## src/rtl/acc_bank.sv

```systemverilog
// acc_bank: bank of DEPTH accumulators with load/add/sub/clear writes, two read ports and a clear sweep
module acc_bank #(
    parameter int WIDTH  = 8,
    parameter int DEPTH  = 4,
    parameter int ADDR_W = 2
) (
    input  logic              clk,
    input  logic              rst,
    input  logic              wr_en,
    input  logic [1:0]        wr_mode,
    input  logic [ADDR_W-1:0] wr_addr,
    input  logic [WIDTH-1:0]  wr_data,
    input  logic [ADDR_W-1:0] rd_addr_a,
    output logic [WIDTH-1:0]  rd_data_a,
    input  logic [ADDR_W-1:0] rd_addr_b,
    output logic [WIDTH-1:0]  rd_data_b,
    input  logic              clr_start,
    output logic              busy,
    output logic              ovf,
    output logic              wr_err
);
    localparam logic [ADDR_W:0]   DEPTH_C = (ADDR_W+1)'(DEPTH);
    localparam logic [ADDR_W-1:0] LAST    = ADDR_W'(DEPTH-1);

    typedef enum logic {IDLE, CLEAR} state_t;

    state_t            state_q, state_d;
    logic [ADDR_W-1:0] clr_ptr_q, clr_ptr_d;
    logic [WIDTH-1:0]  mem_q [DEPTH];
    logic [WIDTH-1:0]  mem_d [DEPTH];
    logic              ovf_q, ovf_d, wr_err_q, wr_err_d;
    logic              wr_ok;
    logic [WIDTH-1:0]  cur;
    logic [WIDTH:0]    sum, diff;

    // Extra top bit of sum/diff is the carry (add) or unsigned borrow (sub).
    assign wr_ok = wr_en && state_q == IDLE && ({1'b0, wr_addr} < DEPTH_C);
    assign cur   = wr_ok ? mem_q[wr_addr] : '0;
    assign sum   = {1'b0, cur} + {1'b0, wr_data};
    assign diff  = {1'b0, cur} - {1'b0, wr_data};

    assign rd_data_a = ({1'b0, rd_addr_a} < DEPTH_C) ? mem_q[rd_addr_a] : '0;
    assign rd_data_b = ({1'b0, rd_addr_b} < DEPTH_C) ? mem_q[rd_addr_b] : '0;
    assign ovf       = ovf_q;
    assign wr_err    = wr_err_q;

    // Sweep FSM state and pointer; reset aborts a running sweep at once.
    always_ff @(posedge clk or posedge rst) begin
        if (rst) begin
            state_q   <= IDLE;
            clr_ptr_q <= '0;
        end else begin
            state_q   <= state_d;
            clr_ptr_q <= clr_ptr_d;
        end
    end

    // Sweep next state: start on clr_start, finish after clearing the last entry.
    always_comb begin
        state_d   = state_q == IDLE ? (clr_start ? CLEAR : IDLE) : (clr_ptr_q == LAST ? IDLE : CLEAR);
        clr_ptr_d = state_q == IDLE ? '0 : clr_ptr_q + ADDR_W'(1);
    end

    // Sweep outputs.
    always_comb begin
        busy = state_q == CLEAR;
    end

    // Array and flag next state: the sweep clear is applied after the write, so it wins.
    always_comb begin
        mem_d    = mem_q;
        ovf_d    = ovf_q;
        wr_err_d = wr_en && state_q == CLEAR;
        if (wr_ok) begin
            mem_d[wr_addr] = wr_mode == 2'b00 ? wr_data :
                             wr_mode == 2'b01 ? sum[WIDTH-1:0] :
                             wr_mode == 2'b10 ? diff[WIDTH-1:0] : '0;
            ovf_d          = wr_mode == 2'b01 ? sum[WIDTH] :
                             wr_mode == 2'b10 ? diff[WIDTH] : 1'b0;
        end
        if (state_q == CLEAR)
            mem_d[clr_ptr_q] = '0;
    end

    // Accumulator array and status flags.
    always_ff @(posedge clk or posedge rst) begin
        if (rst) begin
            for (int i = 0; i < DEPTH; i++)
                mem_q[i] <= '0;
            ovf_q    <= 1'b0;
            wr_err_q <= 1'b0;
        end else begin
            mem_q    <= mem_d;
            ovf_q    <= ovf_d;
            wr_err_q <= wr_err_d;
        end
    end
endmodule
```

## config.mk

```make
export PLATFORM = sky130hd
export DESIGN_NAME = acc_bank
export DESIGN_NICKNAME = d
export VERILOG_FILES = /design/src/rtl/acc_bank.sv
export SDC_FILE = /design/constraint.sdc
export NUM_CORES = 1
export LEC_CHECK = 0
export BUFFER_PORTS_ARGS = -buffer_cell sky130_fd_sc_hd__buf_2
export CAP_MARGIN = 20
export CORE_MARGIN = 5
export CORE_UTILIZATION = 64
export DETAILED_ROUTE_END_ITERATION = 7
export PLACE_DENSITY = 0.95
export SLEW_MARGIN = 20
export SYNTH_ARGS = -nofsm -noshare
export SYNTH_HDL_FRONTEND = slang
export SYNTH_SLANG_ARGS = --single-unit
```

## constraint.sdc

```tcl
create_clock -name clk -period 8.5 [get_ports clk]
set_clock_uncertainty 0.05 [all_clocks]
set_input_delay 1.275 -clock clk [delete_from_list [all_inputs] [get_ports clk]]
set_output_delay 1.275 -clock clk [all_outputs]
set_load 0.02 [all_outputs]
```

==> results.md, run 1 <==
- Status: complete, no violations
- Worst-path clk slew: about 80 ps
- # DRC: 0
- Startpoint types: primary input
- Hold-fix buffers, CTS: 0
- Area contributors post-synth: dfrtp_1 (27%), mux4_2 (14%), ha_1 (5.1%)
- Number of setup buffers added after CTS: 0
- Hold Slack: between 400 and 500 ps
- Row cnt: 26
- Synth Register Bits: 37
- Crit Reg-Reg Endpoint: mem_q[7]
- Syn nets: about 400
- Switching share of total power: 0.4466
- GRT overflow: 0
- Worst Path Max Fanout: 22
- Register area share after synthesis: 0.2687
- Via count of the first global-routing pass: between 3000 and 4000
- Crit path DAT: 4710 ps
- Die Area: just under 7000 sq um
- Mean area per synthesized cell: 9.493 sq um
- Min-Delay Endpoint: clr_ptr_q[0]
- Crit path time final: between 4000 and 5000 ps
- Fin area: between 3000 and 4000 sq um
- DP Wirelength: ~7000 microns
- Number of CTS-inserted buffers: 5
- FFs w/ async S/R, synth: 1.000
- Reg2reg path depth: 12
- CP endpoint kind: register
- Logic pwr share: 0.514
- CTS Root Cell: clkbuf_8
- Post-CTS resize count: 0
- Clk Latency, worst-skew pair: 300 ps
- Fin cells: around 460
- TNS Setup: 0 ps
- VDD IR max: roughly 0.20 mV
- Sw Pwr: roughly 0.00042 W
- Post-placement cell count: roughly 450
- PwrDens: roughly 250 nW/um^2
- RSZ-0062 raised after global routing: false
- Antenna violations before repair: 0
- Fmax achieved: roughly 220 MHz
- Synth top area share: 0.2687
- Initial core utilization: 0.6662
- Final GP Congestion: slightly above 1
- Req. time, crit path: about 8600 ps
- CTS max path bufs: 2
- Fraction of layout cells with a size suffix above 1: 0.2248
- Wire per inst: 21.60 microns
- Final core occ: 0.7206
- Hold Path Class: reg2reg
- Num Clock Sinks: 37
- Clock Power Share: 0.146
- Cell area after synthesis: ~3400 sq um
- Initial DRC count: roughly 460
- Layout Nets: around 420
- CTS tree: yes
- Relative slew slack: 0.2978
- Gr usage total: 0.2885
- Setup CP Type: in2reg
- First-pass GRT wire length: about 16000 microns
- Count of unique library cells instantiated by Yosys: 62
- Total core area: just over 5000 sq um
- I/O Buffers: 38
- Synth Instances: between 300 and 400
- Seq pwr share: 0.340
- DP Area: 3626 sq um
- Final wirelength: ~9900 microns
- Antenna Cells: 0
- Internal power: around 0.00052 W
- Leak: between 1.5 and 2 nW
- Reg2reg setup slack: ~5000 ps
- CTS H-tree depth: 2
- # IOs: 39
- Synth Warn #: 0
- Synth-to-layout area growth: 8.170%
- Largest area contributor in the netlist: dfrtp_1
- Antenna Violating Nets Remaining: 0
- Post-synth EDFFs: 0
- Initial DRT Pass Iterations: 5
- Final hold vios: 0
- Die H: ~83 microns
- Final setup viols: 0
- Slew Viols, Final: 0
- Worst slew pin tran: about 1000 ps
- Ys flop type: dfrtp_1
- Ratio of final minimum period to clock period: 0.5430
- DR vias/cell: roughly 7.3
- Die Wd: around 83 microns
- Hold path depth: 1
- Largest net degree at the start of global routing: 38
- Total number of vias: roughly 3300
- Worst R2R Start: mem_q[9]
- Maxcap violations: 0
- Worst Hold Launch: clr_ptr_q[0]
==> layout make-up <==
class / count / area, sq um
fill: 359 / 1445
timing repair buffer: 42 / 220.2
multi-input combinational: 282 / 2325
clock buffer: 7 / 96.34
clock inverter: 1 / 5.005
inverter: 18 / 67.56
sequential: 37 / 925.9
tap: 70 / 87.58
==> cells in the final DEF, fill, tap and decap left out, types with 3 or more instances in the layout <==
cell       n
mux4_2    22
buf_4      4
inv_1     18
mux2_2     5
nand3_1    7
a221oi_1  12
and2_1     8
a221o_1    5
nand2b_1   5
ha_1      14
nand4_1    3
clkbuf_8   7
a21oi_1   19
and3_1     4
nor2b_1    5
o221ai_1   3
a41oi_1    5
nor2_1    40
a32oi_1    3
or3_1      4
dfrtp_1   37
buf_2     38
o21ai_0   18
a31oi_1    9
mux2_4     3
mux2i_1   10
nand2_1   23
nor3_1     7
o211ai_1   5
==> logic make-up (layout without fill, tap and decap cells) <==
kind of cell | count (synthesis) | after routing | synth area share
and+or+nand+nor | 115 | 115 | 0.1645
AOI/OAI and AO/OA | 104 | 104 | 0.2215
buffers and inverters | 44 | 68 | 0.05664
muxes | 42 | 42 | 0.2121
DFF | 37 | 37 | 0.2687
adders and majority gates | 19 | 19 | 0.07153
xor gates and xnor gates | 2 | 2 | 0.005084
==> power by group through the flow <==
stage	Combinational, W	Clock [W]	Sequential (W)
global route	0.000514	0.000145	0.000322
global placement	0.000448	0	0.000302
detailed placement	0.000463	0	0.000313
finish	0.000479	0.000136	0.000317
CTS	0.000470	0.000137	0.000312
floorplan	0.000349	0	0.000294
==> metal layers <==
metal / share of wire / GRT usage / vias to the layer above
met5: 0 / 0 / -
met4: 0.036 / 0.1055 / 0
met3: 0.11 / 0.05644 / 46
met2: 0.48 / 0.4862 / 260
met1: 0.38 / 0.3673 / 1590
li1: - / - / 1435
==> Yosys cell counts (4+ instances only) <==
| cell | n |
|---|---|
| ha_1 | 14 |
| and2_1 | 8 |
| o211ai_1 | 5 |
| a41oi_1 | 5 |
| a21oi_1 | 19 |
| a221o_1 | 5 |
| dfrtp_1 | 37 |
| nor3_1 | 7 |
| clkbuf_1 | 19 |
| or3_1 | 4 |
| and3_1 | 4 |
| mux2i_1 | 10 |
| nand2_1 | 23 |
| inv_1 | 18 |
| mux4_2 | 22 |
| o21ai_0 | 18 |
| nor2b_1 | 5 |
| nand2b_1 | 5 |
| mux2_2 | 5 |
| nand3_1 | 7 |
| nor2_1 | 40 |
| a221oi_1 | 12 |
| a31oi_1 | 9 |
==> critical path, stage by stage <==
cell and delay (ps):
buf_2 410, mux2_2 390, o21ai_0 120, nand2b_1 160, inv_1 100, ha_1 300, nor2b_1 70, or3_1 370
o2111ai_1 130, and3_1 310, mux2_1 350, o31ai_1 490, a41oi_1 220
==> how the worst max path moves through the flow <==
stage | startpoint | end | cells past startpoint
CTS | wr_addr[1] | mem_q[7] | 13
finish | wr_addr[1] | mem_q[7] | 13
floorplan | wr_addr[1] | register | 16
global route | wr_addr[1] | mem_q[7] | 14
global placement | wr_addr[1] | register | 13
detailed placement | wr_addr[1] | mem_q[7] | 13
==> stage by stage <==
stage	setup slack [ps]	power (W)
floorplan	3770	0.0006422
global placement	3734	0.0007505
detailed placement	3633	0.0007769
CTS	3911	0.0009188
global route	3587	0.0009806
finish	3884	0.0009316
Note: power is estimated with default switching activity, not from simulation.
==> inputs of run 2 (changes only) <==
--- a/config.mk
+++ b/config.mk
@@ -8,9 +8,9 @@
 export BUFFER_PORTS_ARGS = -buffer_cell sky130_fd_sc_hd__buf_2
 export CAP_MARGIN = 20
 export CORE_MARGIN = 5
-export CORE_UTILIZATION = 64
+export CORE_UTILIZATION = 54
 export DETAILED_ROUTE_END_ITERATION = 7
-export PLACE_DENSITY = 0.95
+export PLACE_DENSITY = 0.88
 export SLEW_MARGIN = 20
 export SYNTH_ARGS = -nofsm -noshare
 export SYNTH_HDL_FRONTEND = slang
==> constraint.sdc (replaced) <==
create_clock -name clk -period 3.8 [get_ports clk]
set_clock_uncertainty 0.05 [all_clocks]
set_input_delay 0.57 -clock clk [delete_from_list [all_inputs] [get_ports clk]]
set_output_delay 0.57 -clock clk [all_outputs]
set_load 0.02 [all_outputs]
==> results.md, run 2 (synthesis results as in run 1) <==
- Status: complete, no violations
- Fraction of layout cells with a size suffix above 1: 0.2449
- Die Area: 8078 sq um
- Hold Path Class: in2async
- Number of setup buffers added after CTS: 0
- Final setup viols: 0
- Worst slew pin tran: 878.9 ps
- # DRC: 0
- # IOs: 39
- DP Area: 3705 sq um
- Synth-to-layout area growth: 10.46%
- Most frequent cells in the layout: nor2_1 (40), buf_2 (38), dfrtp_1 (37)
- PwrDens: around 540 nW/um^2
- Setup CP Type: in2reg
- Number of CTS-inserted buffers: 5
- Total core area: between 6000 and 7000 sq um
- Post-placement cell count: about 470
- Num Clock Sinks: 37
- Die H: 89.88 microns
- Fmax achieved: 277.7 MHz
- Clock Power Share: 0.149
- Startpoint types: primary input
- Gr usage total: 0.2391
- DP Wirelength: 7308 microns
- CTS max path bufs: 2
- Largest net degree at the start of global routing: 22
- Worst-path clk slew: roughly 80 ps
- Hold Slack: approximately 350 ps
- Internal power: 0.001162 W
- Critical Path Source: wr_addr[1]
- Fin cells: approximately 470
- Hold-fix buffers, CTS: 0
- DR vias/cell: about 7
- VDD IR max: between 0.4 and 0.5 mV
- Antenna violations before repair: 0
- First-pass GRT wire length: 16010 microns
- CTS Root Cell: clkbuf_8
- CP endpoint kind: register
- Final hold vios: 0
- Final core occ: 0.6063
- Final GP Congestion: 0.9561
- Antenna Cells: 0
- CTS tree: yes
- RSZ-0062 raised after global routing: false
- Antenna Violating Nets Remaining: 0
- Crit path time final: about 3600 ps
- Total number of vias: between 3000 and 4000
- Worst Path Max Fanout: 8
- Fin area: about 3800 sq um
- Initial DRC count: between 300 and 400
- Worst R2R Start: mem_q[24]
- Logic pwr share: 0.510
- Clk Latency, worst-skew pair: between 200 and 300 ps
- Relative slew slack: 0.4138
- Reg2reg path depth: 15
- WL met2: around 4800 microns
- Wl on met1: slightly below 4000 microns
- Slew Viols, Final: 0
- I/O Buffers: 38
- Most common cell after layout, fill and taps aside: nor2_1
- Met3 WL post-DR: 792 microns
- Crit path DAT: around 3700 ps
- Switching share of total power: 0.4387
- Via count of the first global-routing pass: 3188
- Layout Nets: ~430
- Maxcap violations: 0
- TNS Setup: 0 ps
- Die Wd: ~90 microns
- Req. time, crit path: 3860 ps
- Initial core utilization: 0.5489
- Leak: 1.715 nW
- Fill cell count: 510
- Ratio of final minimum period to clock period: 0.9475
- Row cnt: 29
- CTS H-tree depth: 2
- Final wirelength: ~10000 microns
- Wire per inst: slightly above 20 microns
- Seq pwr share: 0.341
- Sw Pwr: 0.0009078 W
- GRT overflow: 0
- Crit path to: mem_q[31]
- Post-CTS resize count: 0
- Top Layer Used: met4
- Reg2reg setup slack: 330 ps
- Crit Reg-Reg Endpoint: mem_q[31]
- Initial DRT Pass Iterations: 5
[run 2: cell count changes in the layout (fill, tap and decap cells not counted), sizes merged]
cell / previous run / this run
buf: 42 / 51
[run 2: worst min-delay path by stage]
stage	to
after floorplan	clr_ptr_q[0]
after global placement	clr_ptr_q[0]
after detailed placement	clr_ptr_q[0]
after CTS	ovf
after global routing	mem_q[14]
final	mem_q[14]
[run 2: per-stage QoR]
stage | worst slack [ps] | power, W
final | 199.5 | 0.002070
after global routing | 54.38 | 0.002195
after CTS | 230.7 | 0.002055
after detailed placement | -41.87 | 0.001740
after global placement | 77.84 | 0.001695
after floorplan | 12.51 | 0.001438
[run 2: power by group through the flow]
stage | Combinational [W] | Clock, W | Sequential (W)
4_1_cts | 0.00105 | 0.000312 | 0.000698
6_report | 0.00105 | 0.000309 | 0.000706
2_1_floorplan | 0.000781 | 0 | 0.000657
5_1_grt | 0.00114 | 0.000332 | 0.000726
3_3_place_gp | 0.00101 | 0 | 0.000687
3_5_place_dp | 0.00103 | 0 | 0.000705
[run 2: layout make-up]
| class | count | area (sq um) | area share |
|---|---|---|---|
| clock buffer | 7 | 96.34 | 0.02531 |
| tap | 77 | 96.34 | 0.02531 |
| multi-input combinational | 282 | 2327 | 0.6114 |
| timing repair buffer | 51 | 287.8 | 0.07561 |
| inverter | 18 | 67.56 | 0.01775 |
| sequential | 37 | 925.9 | 0.2433 |
| clock inverter | 1 | 5.005 | 0.001315 |
[run 2: worst max-delay path, stage by stage]
cell and delay [ps]:
buf_2 190, mux2_2 370, o21ai_0 140, nand2b_1 190
inv_1 60, ha_1 200, nor2b_2 170, o21a_4 210
a32oi_1 170, nand4b_1 150, and3_1 210, buf_4 140
mux2_1 320, o31ai_1 230, buf_4 170, a41oi_1 150
[run 2: layer usage]
layer | vias to the layer above | global-route usage
li1 | 1456 | -
met1 | 1595 | 0.3245
met2 | 195 | 0.3957
met3 | 37 | 0.03005
met4 | 0 | 0.08189
met5 | - | 0
